===== config.mk =====
export PLATFORM = sky130hd
export DESIGN_NAME = bit_health_monitor
export DESIGN_NICKNAME = d
export VERILOG_FILES = /design/src/rtl/bit_health_monitor.sv
export SDC_FILE = /design/constraint.sdc
export NUM_CORES = 1
export LEC_CHECK = 0
export ABC_AREA = 1
export CORE_ASPECT_RATIO = 0.6
export CORE_MARGIN = 8
export CORE_UTILIZATION = 33
export DETAILED_ROUTE_END_ITERATION = 6
export GPL_ROUTABILITY_DRIVEN = 0
export PLACE_DENSITY = 0.56
export SLEW_MARGIN = 20
export SYNTH_ARGS = -nofsm -noshare
export SYNTH_HDL_FRONTEND = slang
export SYNTH_SLANG_ARGS = --single-unit

===== constraint.sdc =====
create_clock -name clk -period 5.3 [get_ports clk]
set_input_delay 0.53 -clock clk [delete_from_list [all_inputs] [get_ports clk]]
set_output_delay 0.53 -clock clk [all_outputs]
set_load 0.005 [all_outputs]

===== src/rtl/bit_health_monitor.sv =====
// rtl/bit_health_monitor.sv - RCT/APT health tests on a raw bit stream, packs healthy bits MSB-first into bytes
`timescale 1ns/1ps
module bit_health_monitor #(
  parameter int RCT_CUTOFF   = 21,
  parameter int APT_WINDOW   = 1024,
  parameter int APT_CUTOFF   = 589,
  parameter int STARTUP_BITS = 1024
) (
  input  logic       clk,
  input  logic       rst,
  input  logic       bit_in,
  input  logic       bit_valid,
  output logic [7:0] byte_out,
  output logic       byte_valid,
  input  logic       byte_ready,
  output logic       rct_fail,
  output logic       apt_fail,
  output logic       overflow,
  output logic       startup_done
);

  typedef enum logic [1:0] {ST_STARTUP, ST_RUN, ST_FAIL} state_e;

  localparam logic [7:0]  RCT_CUT = 8'(RCT_CUTOFF);
  localparam logic [12:0] APT_WIN = 13'(APT_WINDOW);
  localparam logic [12:0] APT_CUT = 13'(APT_CUTOFF);
  localparam logic [15:0] SU_BITS = 16'(STARTUP_BITS);

  state_e      state_q, state_d;
  logic        prev_q, prev_d;
  logic [7:0]  run_q, run_d;
  logic        ref_q, ref_d;
  logic [12:0] match_q, match_d;
  logic [12:0] idx_q, idx_d;
  logic [15:0] su_cnt_q, su_cnt_d;
  logic [6:0]  sh_q, sh_d;
  logic [2:0]  pk_cnt_q, pk_cnt_d;
  logic [7:0]  byte_q, byte_d;
  logic        valid_q, valid_d;
  logic        rct_q, rct_d;
  logic        apt_q, apt_d;
  logic        ovf_q, ovf_d;
  logic        done_q, done_d;
  logic        fail_now;
  logic [7:0]  full_byte;

  always_comb begin
    state_d   = state_q;
    prev_d    = prev_q;
    run_d     = run_q;
    ref_d     = ref_q;
    match_d   = match_q;
    idx_d     = idx_q;
    su_cnt_d  = su_cnt_q;
    sh_d      = sh_q;
    pk_cnt_d  = pk_cnt_q;
    byte_d    = byte_q;
    valid_d   = valid_q;
    rct_d     = rct_q;
    apt_d     = apt_q;
    ovf_d     = ovf_q;
    done_d    = done_q;
    fail_now  = 1'b0;
    full_byte = {sh_q, bit_in};

    if (valid_q && byte_ready) valid_d = 1'b0;

    if (bit_valid) begin
      // run_q == 0 marks "no bit seen since reset"
      if (run_q == 8'd0 || bit_in != prev_q) run_d = 8'd1;
      else if (run_q != RCT_CUT)             run_d = run_q + 8'd1;
      prev_d = bit_in;

      if (idx_q == 13'd0 || idx_q == APT_WIN) begin
        ref_d   = bit_in;
        match_d = 13'd1;
        idx_d   = 13'd1;
      end else begin
        idx_d = idx_q + 13'd1;
        if (bit_in == ref_q) match_d = match_q + 13'd1;
      end

      if (run_d == RCT_CUT)   rct_d = 1'b1;
      if (match_d == APT_CUT) apt_d = 1'b1;
      fail_now = (run_d == RCT_CUT) || (match_d == APT_CUT);

      case (state_q)
        ST_STARTUP: begin
          if (fail_now) state_d = ST_FAIL;
          else begin
            su_cnt_d = su_cnt_q + 16'd1;
            if (su_cnt_d == SU_BITS) begin
              state_d  = ST_RUN;
              done_d   = 1'b1;
              sh_d     = 7'd0;
              pk_cnt_d = 3'd0;
            end
          end
        end
        ST_RUN: begin
          if (fail_now) state_d = ST_FAIL;
          else begin
            sh_d     = full_byte[6:0];
            pk_cnt_d = pk_cnt_q + 3'd1;
            if (pk_cnt_q == 3'd7) begin
              sh_d = 7'd0;
              if (!valid_q || byte_ready) begin
                byte_d  = full_byte;
                valid_d = 1'b1;
              end else begin
                ovf_d = 1'b1;
              end
            end
          end
        end
        default: ;
      endcase
    end

    // A failure discards any held byte and the partial packer
    if (state_d == ST_FAIL) begin
      valid_d  = 1'b0;
      sh_d     = 7'd0;
      pk_cnt_d = 3'd0;
    end
  end

  always_ff @(posedge clk) begin
    if (rst) begin
      state_q  <= ST_STARTUP;
      prev_q   <= 1'b0;
      run_q    <= 8'd0;
      ref_q    <= 1'b0;
      match_q  <= 13'd0;
      idx_q    <= 13'd0;
      su_cnt_q <= 16'd0;
      sh_q     <= 7'd0;
      pk_cnt_q <= 3'd0;
      byte_q   <= 8'd0;
      valid_q  <= 1'b0;
      rct_q    <= 1'b0;
      apt_q    <= 1'b0;
      ovf_q    <= 1'b0;
      done_q   <= 1'b0;
    end else begin
      state_q  <= state_d;
      prev_q   <= prev_d;
      run_q    <= run_d;
      ref_q    <= ref_d;
      match_q  <= match_d;
      idx_q    <= idx_d;
      su_cnt_q <= su_cnt_d;
      sh_q     <= sh_d;
      pk_cnt_q <= pk_cnt_d;
      byte_q   <= byte_d;
      valid_q  <= valid_d;
      rct_q    <= rct_d;
      apt_q    <= apt_d;
      ovf_q    <= ovf_d;
      done_q   <= done_d;
    end
  end

  assign byte_out     = byte_q;
  assign byte_valid   = valid_q;
  assign rct_fail     = rct_q;
  assign apt_fail     = apt_q;
  assign overflow     = ovf_q;
  assign startup_done = done_q;

endmodule

* Yosys cells after proc, flatten, opt, wreduce, memory -nomap -nowiden
Cells that the tools add are included.
W data, S select, Z words.
** Storage, ports and cells
- Register bits after elaboration :: 77
- Input bits :: 5
- Logic and storage cells :: 81
- Output and inout bits :: 13
** Operators by class
- Reduce and logical (&&, ||, !) cells :: 19
- Add/subtract/negate cells :: 5
- Bitwise logic cells :: 2
- Mux-type cells :: 27
- Equal/unequal tests :: 13
** Operator list (count)
- $mux W13 :: 4
- $mux W7 :: 4
- $add A13 B1 Y13 const B :: 2
- $mux W8 :: 3
- $add A16 B1 Y16 const B :: 1
- $eq A16 B11 Y1 const B :: 1
- $reduce_and A5 Y1 :: 3
- $pmux W7 S2 :: 1
- $eq A13 B10 Y1 const B :: 1
- $eq A13 B11 Y1 const B :: 1
- $logic_not A13 Y1 :: 1
- $mux W3 :: 3
- $add A8 B1 Y8 const B :: 1
- $eq A8 B5 Y1 const B :: 1
- $logic_not A8 Y1 :: 1
- $mux W2 :: 4
- $ne A8 B5 Y1 const B :: 1
- $mux W1 :: 6
- $ne A2 B2 Y1 const B :: 3
- $pmux W3 S2 :: 1
- $reduce_and A2 Y1 :: 3
- $logic_or A1 B1 Y1 :: 4
- $pmux W2 S2 :: 1
- $reduce_and A4 Y1 :: 1
- other kinds (13) :: 14

* Longest topological paths before layout
Gate-level depths: netlist of run 1.
- Word-level depth :: 11
- Mapped depth :: 19
- Mapped depth without buffers :: 18

* Worst setup path after synthesis of run 1
OpenSTA, ideal clock, no wires.
- Kind :: flip-flop to flip-flop
- Start point :: register run_q[0]
- End point :: register su_cnt_q[10]
- Stages on the path, launching flop included :: 15
- Clock period less this slack :: 2.033 ns
- Setup time :: 0.069 ns
- Arrival :: 1.965 ns
- Buffers on the path :: 1
- Setup slack :: 3.267 ns
- Required time :: 5.231 ns
- Path through :: dfxtp_1 inv_1 ha_1 nand3_1 nor2_1 nor2_4 nand3_1 nand2_1 nor2_2 a21oi_4 nand3_4 inv_4 buf_6 nand2_2 a21oi_2
** Between the ends
- Longest elaborated chain between the ends :: 8
- Elaborated cells between the ends (all ways) :: 11
- Those cells by class :: 1 x add/sub; 2 x eq/ne; 3 x mux; 1 x bitwise; 4 x reduce/logical
** Ends and longest elaborated chain
- from (decl) :: line 31 : logic [7:0] run_q, run_d;
- from (signal assigned) :: line 148 : run_q <= run_d;
- $add A8 B1 Y8 (tied with other cells) :: line 71 : else if (run_q != RCT_CUT) run_d = run_q + 8'd1;
- $mux W8 or $logic_or A1 B1 Y1 (tied branches) :: line 71, 70
- $mux W8 (*) :: line 70 : if (run_q == 8'd0 || bit_in != prev_q) run_d = 8'd1;
- $mux W8 (*) :: line 68 : if (bit_valid) begin
- $eq A8 B5 Y1 (*) :: line 85 : fail_now = (run_d == RCT_CUT) || (match_d == APT_CUT);
- $logic_or A1 B1 Y1 (*) :: line 85
- $not A1 Y1 (no source line) (*)
- $reduce_and A3 Y1 (no source line) (*)
- to (signal assigned) :: line 152 : su_cnt_q <= su_cnt_d;
- to (decl) :: line 35 : logic [15:0] su_cnt_q, su_cnt_d;
Mark *: on every way between the ends. The rest lies on a longest branch, timed or not. The select of a mux whose other input is x is not followed.
A chain may end at the register's enable or synchronous reset.

* Worst setup path in the final report of run 1
- Start point :: input bit_in
- End point :: register sh_q[3]
** Between the ends
- Longest elaborated chain between the ends :: 11
- Elaborated cells between the ends (all ways) :: 20
- Those cells by class :: 7 x eq/ne; 9 x mux; 4 x reduce/logical
** Ends and longest elaborated chain
- from (decl) :: line 11 : input logic bit_in,
- $eq A1 B1 Y1 or $ne A1 B1 Y1 (tied branches) :: line 80, 70
- $mux W13 or $logic_or A1 B1 Y1 (tied branches) :: line 80, 70
- $mux W13 or $mux W8 (tied branches) :: line 74, 70
- $mux W13 or $mux W8 (tied branches) :: line 68
- $eq A13 B10 Y1 or $eq A8 B5 Y1 (tied branches) :: line 85
- $logic_or A1 B1 Y1 (*) :: line 85
- $mux W2, on equally long branches :: line 101, 89
- $pmux W2 S2 :: line 87 : case (state_q)
- $mux W2 :: line 68
- $eq A2 B2 Y1 :: line 121 : if (state_d == ST_FAIL) begin
- $reduce_or A2 Y1 (no source line)
- to (signal assigned) :: line 137 : sh_q <= 7'd0;
- to (signal assigned) :: line 153 : sh_q <= sh_d;
- to (decl) :: line 36 : logic [6:0] sh_q, sh_d;
Marks and branches as above.

==> impl_summary.txt, run 1 <==
----------------------------------------------------
[Run status]
  Outcome ... finished, final reports clean

[Timing]
  Relative max-transition margin ... 0.385
  Achievable frequency ... 0.351 GHz
  Final setup vio count ... 0
  Unrepaired setup endpoints after global routing ... false
  Worst-margin pin slew ... 922 ps
  Setup total negative slack ... 0 ps
  Slack of the critical path ... 2450 ps
  Fin. Hold Viols ... 0
  Hold Worst Slack ... 452 ps
  Clock Skew ... 6.41 ps
  Share of the clock period used by the worst path after layout ... 0.537
  Max-slew violation count ... 0
  Final critical-path required period ... 2850 ps

[Floorplanning]
  Die outline area ... 0.0179 sq mm
  Top-level port count ... 18
  Die outline width ... 168 um
  Cell Rows ... 33
  Placeable Area ... 0.0136 sq mm
  Starting utilization of the core area ... 0.335
  Die span in y ... 107 um

[Final layout]
  Layout overhead on the synthesized area ... 12.9%
  Summed area of non-filler cells in the final layout ... 0.00514 sq mm
  Post-Layout Cell Count ... 888
  Fin util ... 0.379
  Share of cells above drive strength 1 ... 0.102
  Antenna diode count ... 0
  Number of nets in the final layout ... 722

[Global route]
  Most Crowded Layer GR ... met2
  Overall overflow remaining after global route ... 0
  Largest net degree at the start of global routing ... 35
  GR Layer Usage met3 ... 0.0304
  Number of antenna violations at the first check in global routing ... 0
  Met1 capacity usage during global routing ... 0.168
  Wire length of the first global-routing pass ... 18,100 um
  Met2 capacity usage during global routing ... 0.179
  Global Route Usage Sum ... 0.121
  Number of global-route vias before repair ... 3,852

[Critical path]
  Arrival time at the worst endpoint ... 3060 ps
  Element type at the critical path end ... flop
  Startpoint Class ... input port
  Max FO, Critical Path ... 21
  CP Data Required Time ... 5510 ps
  Type of the setup path with the least slack ... in -> reg
  Minimum setup slack among reg-to-reg paths ... 2580 ps

[Clocking]
  Hold Buf Count CTS ... 0
  Clock transition at the register clock pins on the worst setup and hold paths after CTS ... 60 ps
  Post-CTS Resized ... 0
  CTS HTree Levels ... 3
  Root Driver ... sky130_fd_sc_hd__clkbuf_16
  Total CTS buffers ... 9
  CTS tree ... done
  Clock latency at the later pin of the worst-skew pair ... 340 ps
  Maximum buffer depth of the clock tree ... 2
  Number of buffers inserted by post-CTS setup repair ... 0
  Count of clock tree sinks ... 77

[Pwr]
  Leakage power figure ... 2.18 nW
  Worst vdd ir ... 0.142 mV
  Power per Cell Area ... 256 mW/mm^2
  Final Power ... 1.31 mW

[Synth]
  Net count after synthesis ... 713
  Cell Area, Synth ... 0.00456 sq mm
  Netlist cell types ... 41
  Mux contribution to synthesized area ... 0
  Combinational family with the most area after synthesis ... simple AND/OR/NAND/NOR gates
  Post-synth top cells ... sky130_fd_sc_hd__nand2_1 (178), sky130_fd_sc_hd__inv_1 (91), sky130_fd_sc_hd__nor2_1 (88)
  Xor/xnor share of the synthesized area ... 0.0231
  Number of instances in the synthesized netlist ... 699
  Adder and majority gate portion of the synthesized area ... 0.0247
  Compound-cell area share of the yosys netlist ... 0.117
  Flip-flop and latch count after synthesis ... 77
  Leading post-synthesis cells by cell area ... sky130_fd_sc_hd__dfxtp_1 (34%), sky130_fd_sc_hd__nand2_1 (15%), sky130_fd_sc_hd__inv_1 (7.5%), sky130_fd_sc_hd__nor2_1 (7.2%), sky130_fd_sc_hd__nand3_1 (5.1%)
  Most used flip-flop cell after synthesis ... sky130_fd_sc_hd__dfxtp_1
  Area fraction in and, or, nand and nor cells after synthesis ... 0.390
  Post-synth top area cell ... sky130_fd_sc_hd__dfxtp_1
  Proportion of synthesized chip area in sequential cells ... 0.338
  Area share of the largest cell type after synthesis ... 0.338
  Number of synthesized flops with an enable pin ... 0
  Fraction of registers with async set/reset ... 0
  Per-instance average area after synthesis ... 6.52 sq um
  Yosys warning count ... 0
  Library cell with the highest instance count after synthesis ... sky130_fd_sc_hd__nand2_1

[Place]
  Worst Setup Slack post-DPL ... 2100 ps
  Input/output buffers ... 17
  Number of placed instances with taps included ... 872
  DPL Wire Length ... 7770 um
  Post-detailed-placement cell area ... 0.00485 sq mm

[Routing]
  Ratio of routed vias to standard cells ... 4.65
  Initial DRT Pass Iterations ... 4
  Number of nets with antenna violations after detailed routing ... 0
  Remaining routing DRC violations ... 0
  DR WL/cell ... 11.9 um
  Total detailed-routing wirelength ... 10,500 um
  Vias post-DR ... 4,133
  DRC violation total after the first TritonRoute iteration ... 283

[Min path]
  Worst hold-check path type ... reg -> reg

[Run]
  Max-capacitance violation count ... 0

----------------------------------------------------
## flip-flops by register name (all words and copies together) (netlist names), 2 cells and up
| name | count |
|---|---|
| su_cnt_q | 16 |
| idx_q | 13 |
| match_q | 13 |
| byte_out | 8 |
| run_q | 8 |
| sh_q | 7 |
| pk_cnt_q | 3 |
| state_q | 2 |
## path summary, 6_finish.rpt
| path | cells past startpoint | from | to |
|---|---|---|---|
| worst max-delay path | 15 | bit_in | sh_q[3]$_SDFFE_PP0P_ |
| worst min-delay path | 1 | idx_q[9]$_SDFFE_PP0P_ | idx_q[9]$_SDFFE_PP0P_ |
| worst min register to register | 1 | idx_q[9]$_SDFFE_PP0P_ | idx_q[9]$_SDFFE_PP0P_ |
| worst max register to register | 15 | su_cnt_q[0]$_SDFFE_PP0P_ | sh_q[3]$_SDFFE_PP0P_ |
## power breakdown
part | internal (mW) | switching [mW] | total [mW]
clock | 0.343 | 0.246 | 0.589
sequential | 0.593 | 0.0157 | 0.609
combinational | 0.0362 | 0.0804 | 0.117
## per-layer routing
metal	part of all wire	routed length, um
met5	0	0
met4	0.018	189
met3	0.042	445
met2	0.39	4160
met1	0.54	5730
## cell families after synthesis
group	after synthesis
adders and majority gates	9
AOI/OAI and AO/OA	92
xor gates and xnor gates	12
DFF	77
buffers and inverters	122
and+or+nand+nor	387
## final cells by class
class                   instances  area [sq um]
clock buffers                  11           253
clock inverters                 5          35.0
fillers                      1409          8440
inverters                     101           382
multi-input cells             500          2530
flip-flops and latches         77          1540
well taps                     175           219
repair buffers                 19           185
## layout by cell type, fill, tap and decap left out, drive strengths merged
| cell | netlist | final |
|---|---|---|
| nand4 | 15 | 15 |
| clkbuf | 13 | 11 |
| clkdlybuf4s50 | 0 | 17 |
| nor2 | 103 | 103 |
| o21ai | 31 | 31 |
| or2 | 1 | 1 |
| nand3 | 51 | 51 |
| and2 | 2 | 2 |
| xor2 | 10 | 10 |
| dfxtp | 77 | 77 |
| nor3 | 13 | 13 |
| ha | 9 | 9 |
| buf | 8 | 2 |
| clkinvlp | 0 | 1 |
| a211oi | 6 | 6 |
| o21a | 2 | 2 |
| nor4 | 1 | 1 |
| inv | 99 | 99 |
| o21bai | 3 | 3 |
| clkinv | 2 | 6 |
| nand3b | 5 | 5 |
| and3 | 2 | 2 |
| nand2 | 191 | 191 |
| xnor2 | 2 | 2 |
| a21oi | 48 | 48 |
| a31oi | 2 | 2 |
| nor3b | 3 | 3 |
## critical path, stage by stage
cell	delay, ps
sky130_fd_sc_hd__clkdlybuf4s50_1	520
sky130_fd_sc_hd__inv_2	130
sky130_fd_sc_hd__nand2_1	70
sky130_fd_sc_hd__nand2_2	110
sky130_fd_sc_hd__nand3_2	100
sky130_fd_sc_hd__nor2_1	180
sky130_fd_sc_hd__nand3_1	110
sky130_fd_sc_hd__nand2_1	150
sky130_fd_sc_hd__nand3_1	110
sky130_fd_sc_hd__nor2_2	140
sky130_fd_sc_hd__nand2_4	110
sky130_fd_sc_hd__nand3_2	270
sky130_fd_sc_hd__nand3_1	120
sky130_fd_sc_hd__nand2_1	300
sky130_fd_sc_hd__nor2_1	80
Note: power is estimated with default switching activity, not from simulation.
==> inputs of run 2 (changes only) <==
- PLACE_DENSITY: 0.56 -> 0.58
- clock period: 5.3 -> 2.6 ns (I/O delays scaled with it)
==> run 2 against run 1 <==
  * Sequential share of layout area down 0.97 points
  * Utilization grew 1.3 points
  * Critical endpoint is now sh_q[1]$_SDFFE_PP0P_
  * Routed wire length grew 1.7%
  * Flip-flop and latch count unchanged
  * Via count is 1.5% higher
==> impl_summary.txt, run 2 (same netlist as run 1, synthesis figures left out) <==
----------------------------------------------------
[Timing]
  Clock Skew ... 13.2 ps
  Final critical-path required period ... 2370 ps
  Achievable frequency ... 0.422 GHz
  Relative max-transition margin ... 0.652
  Worst-margin pin slew ... 521 ps
  Share of the clock period used by the worst path after layout ... 0.912
  Setup total negative slack ... 0 ps
  Fin. Hold Viols ... 0
  Max-slew violation count ... 0
  Final setup vio count ... 0
  Hold Worst Slack ... 449 ps
  Slack of the critical path ... 229 ps

[Clocking]
  Maximum buffer depth of the clock tree ... 2
  Hold Buf Count CTS ... 0
  CTS HTree Levels ... 3
  Clock latency at the later pin of the worst-skew pair ... 340 ps
  Total CTS buffers ... 9
  Clock transition at the register clock pins on the worst setup and hold paths after CTS ... 60 ps
  CTS tree ... done
  Root Driver ... sky130_fd_sc_hd__clkbuf_16
  Count of clock tree sinks ... 77

[Critical path]
  CP Data Required Time ... 2830 ps
  Cell at the slowest stage of the critical path ... sky130_fd_sc_hd__dfxtp_1
  Slowest cell delay on critical path ... 340 ps
  R2r worst-path depth ... 17
  Arrival time at the worst endpoint ... 2600 ps
  Reg-to-reg critical path startpoint ... idx_q[0]$_SDFFE_PP0P_
  Max FO, Critical Path ... 11
  CP bufs+invs ... 3
  Library cell appearing most often on the critical path ... sky130_fd_sc_hd__nand2_1
  Cell-by-cell trace of the critical path ... inv_1, ha_1, nor3b_4, nand3_1, nand2_1, nand2_1, inv_1, nand2_1, nor2_1, nand2_1, nor2_1, nand2_1, nand2_1, nand3_1, nand2_1, buf_12, nor2_1
  Minimum setup slack among reg-to-reg paths ... 230 ps
  Category of cells accounting for the largest share of critical-path delay ... simple AND/OR/NAND/NOR gates
  Element type at the critical path end ... flop
  Crit Reg-Reg Endpoint ... sh_q[1]$_SDFFE_PP0P_
  Type of the setup path with the least slack ... reg -> reg
  Startpoint Class ... flop

[Run status]
  Outcome ... finished, final reports clean

[Pwr]
  Sequential Power Share ... 0.459
  Switch share ... 0.276
  Share of total power in combinational logic ... 0.100
  Switching component of the power ... 0.749 mW
  Final Power ... 2.71 mW
  Internal portion of total power ... 1.96 mW
  Worst vdd ir ... 0.275 mV
  Power per Cell Area ... 509 mW/mm^2
  Leakage power figure ... 2.27 nW
  Clock network fraction of total power ... 0.442

[Global route]
  Global Route Usage Sum ... 0.128
  Number of global-route vias before repair ... 3,884
  Wire length of the first global-routing pass ... 19,200 um
  Number of antenna violations at the first check in global routing ... 0
  Overall overflow remaining after global route ... 0
  Largest net degree at the start of global routing ... 34

[Routing]
  Ratio of routed vias to standard cells ... 4.64
  Remaining routing DRC violations ... 0
  Number of nets with antenna violations after detailed routing ... 0
  Vias post-DR ... 4,196
  Total detailed-routing wirelength ... 10,700 um
  Initial DRT Pass Iterations ... 4
  DR WL/cell ... 11.8 um
  DRC violation total after the first TritonRoute iteration ... 293

[Floorplanning]
  Cell Rows ... 33
  Die outline area ... 0.0179 sq mm
  Die span in y ... 107 um
  Die outline width ... 168 um
  Starting utilization of the core area ... 0.335
  Top-level port count ... 18
  Placeable Area ... 0.0136 sq mm

[Final layout]
  Summed area of non-filler cells in the final layout ... 0.00532 sq mm
  Layout overhead on the synthesized area ... 16.8%
  Most frequent standard cell in the layout excluding fill and tap cells ... sky130_fd_sc_hd__nand2_1
  Largest register FFs ... 16
  Share of cells above drive strength 1 ... 0.128
  Post-Layout Cell Count ... 904
  Registers with the most flip-flops ... su_cnt_q (16), idx_q (13), match_q (13)
  Most frequent cells in the layout ... sky130_fd_sc_hd__nand2_1 (178), sky130_fd_sc_hd__inv_1 (91), sky130_fd_sc_hd__nor2_1 (87)
  Antenna diode count ... 0
  Number of nets in the final layout ... 738
  Register with the most flip-flops ... su_cnt_q
  Fin util ... 0.392

[Min path]
  Number of cells traversed by the worst hold path ... 2
  Worst hold-check path type ... reg -> reg
  Endpoint, Worst Hold ... rct_fail$_SDFFE_PP0P_
  Hold_sp ... rct_fail$_SDFFE_PP0P_

[Place]
  DPL Wire Length ... 7860 um
  Worst Setup Slack post-DPL ... -33.9 ps
  Number of placed instances with taps included ... 886
  Input/output buffers ... 17
  Post-detailed-placement cell area ... 0.00500 sq mm

[Run]
  Max-capacitance violation count ... 0

----------------------------------------------------
## run 2: worst min-delay path, cell delays in order (launching register included)
cell	delay (ps)
sky130_fd_sc_hd__dfxtp_1	310
sky130_fd_sc_hd__inv_1	50
sky130_fd_sc_hd__a21oi_1	50
## run 2: cell type report
class                   instances  area [sq um]
flip-flops and latches         77          1540
repair buffers                 35           340
clock buffers                   9           225
inverters                     101           384
multi-input cells             500          2550
well taps                     175           219
clock inverters                 7          56.3
fillers                      1408          8260
## run 2: what timing repair did
action	4_1_cts	5_1_grt
buffers inserted	0	2
endpoints found under the setup margin	0	21
resized for setup	0	8
## run 2: worst max-delay path by stage
stage | start | to | slack (ps) | cells past startpoint
CTS | run_q[0]$_SDFFE_PP0P_ | su_cnt_q[7]$_SDFFE_PP0P_ | 170 | 13
detailed placement | bit_in | su_cnt_q[7]$_SDFFE_PP0P_ | -30 | 11
global route | idx_q[0]$_SDFFE_PP0P_ | pk_cnt_q[2]$_SDFFE_PP0P_ | -5 | 17
finish | idx_q[0]$_SDFFE_PP0P_ | sh_q[1]$_SDFFE_PP0P_ | 230 | 17
floorplan | run_q[0]$_SDFFE_PP0P_ | su_cnt_q[10]$_SDFFE_PP0P_ | 570 | 14
global placement | bit_in | su_cnt_q[11]$_SDFFE_PP0P_ | -6 | 12
## run 2: layer usage
layer / routed length, um / share of wire / up-vias / track usage
li1: - / - / 2265 / -
met5: 0 / 0 / - / 0
met3: 547 / 0.051 / 7 / 0.0301
met2: 3980 / 0.37 / 80 / 0.175
met1: 6080 / 0.57 / 1844 / 0.194
met4: 93 / 0.0087 / 0 / 0.0330
## run 2: power by group through the flow
stage               Sequential (mW)  Clock [mW]  Combinational, mW
CTS                            1.24        1.24              0.257
floorplan                      1.26           0              0.192
global placement               1.27           0              0.258
detailed placement             1.27           0              0.256
global route                   1.25        1.28              0.306
finish                         1.24        1.20              0.270
==> inputs of run 3 (changes only) <==
- CORE_ASPECT_RATIO: 0.6 -> 0.5
==> run 3 against run 2 <==
  * Clock power rose by 5%
  * Register-to-register slack got worse by 20 ps
  * Non-clock buffer count fell by 3
  * Power rose by 1.8%
  * Worst hold slack improved by 0.79 ps
  * Clock skew fell by 6.6 ps
  * Worst setup slack got worse by 15 ps
  * Via count fell by 0.76%
  * Utilization barely moved
  * Highest routed layer unchanged
  * Die area rose by 0.58%
  * Sequential power barely moved
  * Routed wire length fell by 4.6%
==> impl_summary.txt, run 3 (same netlist as run 1, synthesis figures left out) <==
----------------------------------------------------
[Floorplanning]
  Die outline area ... 0.0181 sq mm
  Die outline width ... 182 um
  Starting utilization of the core area ... 0.337
  Placeable Area ... 0.0135 sq mm
  Die span in y ... 99.1 um
  Cell Rows ... 30
  Top-level port count ... 18

[Min path]
  Hold_sp ... startup_done$_SDFFE_PP0P_
  Worst hold-check path type ... reg -> reg

[Routing]
  Ratio of routed vias to standard cells ... 4.62
  Total detailed-routing wirelength ... 10,200 um
  DRC violation total after the first TritonRoute iteration ... 197
  Remaining routing DRC violations ... 0
  Initial DRT Pass Iterations ... 5
  Number of nets with antenna violations after detailed routing ... 0
  DR WL/cell ... 11.3 um
  Vias post-DR ... 4,164

[Critical path]
  Cell at the slowest stage of the critical path ... sky130_fd_sc_hd__dfxtp_1
  Element type at the critical path end ... flop
  Type of the setup path with the least slack ... reg -> reg
  Reg-to-reg critical path startpoint ... run_q[0]$_SDFFE_PP0P_
  Worst Setup SP ... run_q[0]$_SDFFE_PP0P_
  Cell-by-cell trace of the critical path ... inv_1, ha_1, nand3_1, nor2_1, nor2_4, nand3_1, nor2_2, nand3_1, nand2_1, inv_1, nand2_1, nand3_1, nand2_1, buf_12, nor2_1
  CP Data Required Time ... 2830 ps
  Slowest cell delay on critical path ... 410 ps
  Startpoint Class ... flop
  Library cell appearing most often on the critical path ... sky130_fd_sc_hd__nand3_1
  Max FO, Critical Path ... 11
  Arrival time at the worst endpoint ... 2610 ps

[Timing]
  Worst-margin pin slew ... 628 ps
  Max-slew violation count ... 0
  Final setup vio count ... 0
  Achievable frequency ... 0.419 GHz
  Hold Worst Slack ... 450 ps
  Setup total negative slack ... 0 ps
  Share of the clock period used by the worst path after layout ... 0.918
  Unrepaired setup endpoints after global routing ... true
  Final critical-path required period ... 2390 ps
  Fin. Hold Viols ... 0
  Relative max-transition margin ... 0.581
  Clock Skew ... 6.63 ps

[Place]
  Number of placed instances with taps included ... 886
  Input/output buffers ... 17
  DPL Wire Length ... 7610 um

[Clocking]
  Number of buffers inserted by post-CTS setup repair ... 0
  CTS tree ... done
  CTS HTree Levels ... 3
  Maximum buffer depth of the clock tree ... 2
  Count of clock tree sinks ... 77
  Clock transition at the register clock pins on the worst setup and hold paths after CTS ... 60 ps
  Clock latency at the later pin of the worst-skew pair ... 330 ps
  Hold Buf Count CTS ... 0
  Total CTS buffers ... 9
  Root Driver ... sky130_fd_sc_hd__clkbuf_16

[Pwr]
  Worst vdd ir ... 0.279 mV
  Power per Cell Area ... 521 mW/mm^2
  Leakage power figure ... 2.27 nW

[Final layout]
  Largest register FFs ... 16
  Most frequent standard cell in the layout excluding fill and tap cells ... sky130_fd_sc_hd__nand2_1
  Antenna diode count ... 0
  Share of cells above drive strength 1 ... 0.116
  Layout overhead on the synthesized area ... 16.3%
  Register with the most flip-flops ... su_cnt_q
  Post-Layout Cell Count ... 901
  Number of nets in the final layout ... 735
  Most frequent cells in the layout ... sky130_fd_sc_hd__nand2_1 (178), sky130_fd_sc_hd__inv_1 (91), sky130_fd_sc_hd__nor2_1 (88)
  Registers with the most flip-flops ... su_cnt_q (16), idx_q (13), match_q (13)
  Filler Cells Inserted ... 1,416

[Global route]
  Largest net degree at the start of global routing ... 34
  Number of antenna violations at the first check in global routing ... 0
  Number of global-route vias before repair ... 3,756
  Overall overflow remaining after global route ... 0
  Wire length of the first global-routing pass ... 17,500 um
  Global Route Usage Sum ... 0.116

[Run]
  Max-capacitance violation count ... 0

[Run status]
  Outcome ... finished, final reports clean

----------------------------------------------------
run 3: power breakdown:
part	total, mW	leakage, nW	switching (mW)	internal, mW
Clock	1.26	0.147	0.487	0.773
Combinational	0.257	1.49	0.169	0.0879
Sequential	1.24	0.626	0.0308	1.21
run 3: through the flow:
step                      instance area [sq um]  power (mW)  utilization  setup slack [ps]
after CTS                                  5290        2.80        0.391               201
final                                      5300        2.76        0.392               214
after global placement                     4990        1.52        0.369              11.8
after detailed placement                   4990        1.52        0.369              9.47
after global routing                       5300        2.89        0.392             -27.7
after floorplan                            4560        1.45            -               567
run 3: area by class of cell:
type	count	area, sq um	share of cell area
clock buffers	11	243	0.0458
clock inverters	4	56.3	0.0106
inverters	101	382	0.0720
multi-input cells	500	2530	0.479
flip-flops and latches	77	1540	0.291
well taps	176	220	0.0416
repair buffers	32	320	0.0605
run 3: worst paths after layout:
kind                            cells past startpoint  slack [ps]                        end
worst max register to register                     15         210       sh_q[4]$_SDFFE_PP0P_
worst max-delay path                               15         210       sh_q[4]$_SDFFE_PP0P_
worst min-delay path                                2         450  startup_done$_SDFFE_PP0P_
worst min register to register                      2         450  startup_done$_SDFFE_PP0P_
run 3: routing by layer:
layer / up-vias / part of all wire / global-route usage
met5: - / 0 / 0
met4: 0 / 0.017 / 0.0413
li1: 2260 / - / -
met1: 1812 / 0.49 / 0.146
met2: 79 / 0.44 / 0.192
met3: 13 / 0.044 / 0.0273
run 3: critical path: cells and delay by family (launching register included):
kind	cells	cell delay, ps
buf+inv	3	290
flops	1	410
fa+ha+maj	1	220
simple gates	11	1360
run 3: repair_timing:
action	CTS	global route
setup endpoints to repair	0	14
gates resized for setup	0	1
endpoints found under the hold margin	0	0
==> patch 1 (settings of run 3) <==
Encoding of `state_e`: now one-hot (3 bits for 3 states).
--- a/src/rtl/bit_health_monitor.sv
+++ b/src/rtl/bit_health_monitor.sv
@@ -19,7 +19,7 @@
   output logic       startup_done
 );
 
-  typedef enum logic [1:0] {ST_STARTUP, ST_RUN, ST_FAIL} state_e;
+  typedef enum logic [2:0] {ST_STARTUP = 3'b001, ST_RUN = 3'b010, ST_FAIL = 3'b100} state_e;
 
   localparam logic [7:0]  RCT_CUT = 8'(RCT_CUTOFF);
   localparam logic [12:0] APT_WIN = 13'(APT_WINDOW);
Check against the original RTL: same outputs for any inputs over 10 cycles, from zero or initial values and one cycle with rst high; not proved beyond that.
==> patch 1 against run 3 <==
  * Setup slack better by 0.026 ns
  * Cell count down 1.4%
  * Wire length decreased by 1.3%
  * First-iteration DRC count grew 58%
  * Synthesized area down 2.9%
  * Sequential power is 3% higher
  * Power up 2.5%
  * Sequential cell count rose by 1
  * Non-clock buffer count grew 14
  * Cell area shrank 0.68%
  * Critical path type unchanged
  * Critical endpoint is now byte_out[0]
  * Highest routed layer unchanged
==> patch 1: results (changes against run 3) <==
- Netlist cell types: 39 (-4.9%)
- Net Count, Synth: 683 (-4.2%)
- P_leak: 2.15 nW (-5.0%)
- Clock sink total: 78 (+1.3%)
- M2 GR Usage: 0.199 (+0.00728)
- Worst-margin pin slew: 0.703 ns (+0.0756 ns)
- Aggregate global-route resource usage: 0.117 (+0.00147)
- Met1 GRT Util: 0.148 (+0.00185)
- Multi-input gates: 485 (-3.0%)
- FILL cells: 1359 (-4.0%)
- Invs w/o clock: 87 (-14%)
- Non-clock buffers: 46 (+44%)
- Sequential share of the synthesized area: 0.353 (+0.0146)
- Routed wire per std cell: 11.4 um (+0.16%)
- Combinational share of power: 0.105 (+0.012)
- Nets: 721 (-1.9%)
- First-pass GRT wire length: 17800 um (+1.5%)
- Largest net degree at the start of global routing: 26 (-24%)
- Worst vdd ir: 0.000276 V (-0.89%)
- Sequential Power: 1.28 mW (+3%)
- Multi-input combinational area share: 0.465 (-0.0138)
- First DRT Iteration DRCs: 312 (+58%)
- R2R Setup Slk: 0.24 ns (+0.03 ns)
- Status: finished, final reports clean
- Skew final: 0.00933 ns (+0.00271 ns)
- Share of cells above drive strength 1: 0.138 (+0.0218)
- Synth area leaders: dfxtp_1 35%, nand2_1 12%, nor2_1 7.0%
- Routed wire length on met3: 258 um (-43%)
- Number of global-route vias before repair: 3891 (+3.6%)
- WP data arrival: 2.59 ns (-0.02 ns)
- Sequential portion of the cell area: 0.297 (+0.00581)
==> patch 1: metrics by stage <==
step / instances / total power [mW] / util / setup WS, ns
after floorplan: 669 / 1.50 / - / 0.464
after global placement: 870 / 1.59 / 0.370 / -0.0323
after detailed placement: 870 / 1.59 / 0.370 / -0.0953
after CTS: 886 / 2.85 / 0.392 / 0.151
after global routing: 888 / 2.96 / 0.395 / -0.00540
final: 888 / 2.83 / 0.395 / 0.240
==> patch 1: kinds of logic after synthesis <==
kind of cell | Yosys count | share of synthesized area
AOI/OAI and AO/OA | 114 | 0.139
xor gates and xnor gates | 15 | 0.0297
adders and majority gates | 9 | 0.0254
buffers and inverters | 106 | 0.0998
DFF | 78 | 0.353
and+or+nand+nor | 347 | 0.353
==> patch 1: final timing paths <==
check | startpoint | to | cells past startpoint
setup / recovery | run_q[0] | byte_out[0] | 16
hold / removal | rct_fail | rct_fail | 1
setup reg to reg | run_q[0] | byte_out[0] | 16
hold reg to reg | rct_fail | rct_fail | 1
==> patch 2 (config.mk and constraints of run 3) <==
Without the edit above. The parameter `APT_CUTOFF` goes from 589 to 294.
--- a/src/rtl/bit_health_monitor.sv
+++ b/src/rtl/bit_health_monitor.sv
@@ -3,7 +3,7 @@
 module bit_health_monitor #(
   parameter int RCT_CUTOFF   = 21,
   parameter int APT_WINDOW   = 1024,
-  parameter int APT_CUTOFF   = 589,
+  parameter int APT_CUTOFF   = 294,
   parameter int STARTUP_BITS = 1024
 ) (
   input  logic       clk,
Function: no difference found for any inputs over 10 cycles, from zero or initial values and one cycle with rst high; that may be too few to reach the edited logic, so the function may still have changed.
==> patch 2 against run 3 <==
  * Power up 4.1%
  * Synthesized area is 2.0% lower
  * Cell count increased by 0.67%
  * Clock skew is 0.0024 ns higher
  * Via count up 1.0%
  * Wire length increased by 0.69%
  * Count of clock-buffer cells in the layout increased by 1
  * Critical endpoint is now pk_cnt_q[0]
  * Cell area down 0.83%
  * Largest power group unchanged
  * Sequential cell count did not move
  * Setup slack better by 0.11 ns
==> patch 2: results (changes against run 3) <==
- Status: finished, final reports clean
- FILL cells: 1439 (+1.6%)
- Min Hold Slack: 0.340 ns (-0.110 ns)
- Crit path largest cell delay: 0.38 ns (-0.03 ns)
- WL met2: 4500 um (-0.86%)
- Routed wire length on met3: 311 um (-31%)
- Worst-case clock buffer depth: 2 (unchanged)
- Period utilisation layout: 0.876 (-0.0420)
- WP data arrival: 2.51 ns (-0.10 ns)
- First DRT Iteration DRCs: 317 (+61%)
- Synth area leaders: dfxtp_1 35%, nand2_1 15%, nor2_1 8.4%
- Setup Fix Bufs, Post-CTS: 0 (unchanged)
- Largest net degree at the start of global routing: 39 (+15%)
- Switch Pwr: 0.681 mW (-0.88%)
- Hold Crit Class: in2reg
- Nets: 740 (+0.68%)
- Routed wire per std cell: 11.3 um (about the same)
- Sequential share of the synthesized area: 0.345 (+0.00682)
- Setup Slack @ Placement: -0.0562 ns (-0.0657 ns)
- Hold endpoint: byte_out[0]
- Critical Setup Path Class: reg2reg
- Hold wc startpoint: bit_in
- Post-route met1 wirelength: 5240 um (+3.8%)
- R2R Setup Slk: 0.32 ns (+0.11 ns)
- Pre-Repair DR Iteration Count: 4 (-1)
- Aggregate global-route resource usage: 0.122 (+0.00611)
- P_leak: 2.23 nW (-1.5%)
- Worst-margin pin slew: 0.406 ns (-0.222 ns)
- Met3 Usage GRT: 0.0300 (+0.00273)
- Worst vdd ir: 0.000309 V (+11%)
- Netlist cell types: 35 (-15%)
- Net Count, Synth: 718 (+0.70%)
- HPWL after detailed placement: 7540 um (-0.80%)
- Avg Synthesized Cell Area: 6.34 um2 (-2.7%)
- DRT Wirelength: 10300 um (+0.69%)
- # port buffers: 17 (unchanged)
- CTS buffer count: 9 (unchanged)
- Total power: 2.87 mW (+4.1%)
- M2 GR Usage: 0.205 (+0.0135)
- Number of global-route vias before repair: 4068 (+8.3%)
- Skew final: 0.00906 ns (+0.00243 ns)
- First-pass GRT wire length: 18300 um (+4.6%)
- Post-DP Area: 0.00490 mm2 (-1.8%)
- Worst hold path cell count: 3 (+1)
- P_clk: 1.37 mW (+9%)
- Share of cells above drive strength 1: 0.0780 (-0.0379)
- Routed vias/inst: 4.64 (+0.36%)
- Worst Path Max Fanout: 20 (+9)
- Met1 GRT Util: 0.148 (+0.00247)
[patch 2: changes by cell type after synthesis, sizes merged, moves of 2 or more]
cell / run 3 / this run
inv: 99 / 103
a21oi: 48 / 51
nor2: 103 / 108
nand3: 51 / 57
nand4: 15 / 20
nand2: 191 / 185
and2: 2 / 0
nand3b: 5 / 3
and3: 2 / 0
nor3: 13 / 10
o21ai: 31 / 28
[patch 2: cell type report]
| type | instances | area, um2 | share of cell area |
|---|---|---|---|
| clock buffer | 12 | 256 | 0.0488 |
| clock inverter | 4 | 70.1 | 0.0133 |
| inverter | 104 | 393 | 0.0748 |
| multi-input combinational | 502 | 2450 | 0.466 |
| sequential | 77 | 1540 | 0.294 |
| tap | 176 | 220 | 0.0419 |
| timing repair buffer | 32 | 323 | 0.0614 |
[patch 2: cell families after synthesis]
| kind of cell | synth area share |
|---|---|
| fa+ha+maj | 0.0252 |
| xor+xnor | 0.0235 |
| simple gates | 0.377 |
| buf+inv | 0.112 |
| flops | 0.345 |
| compound gates | 0.117 |
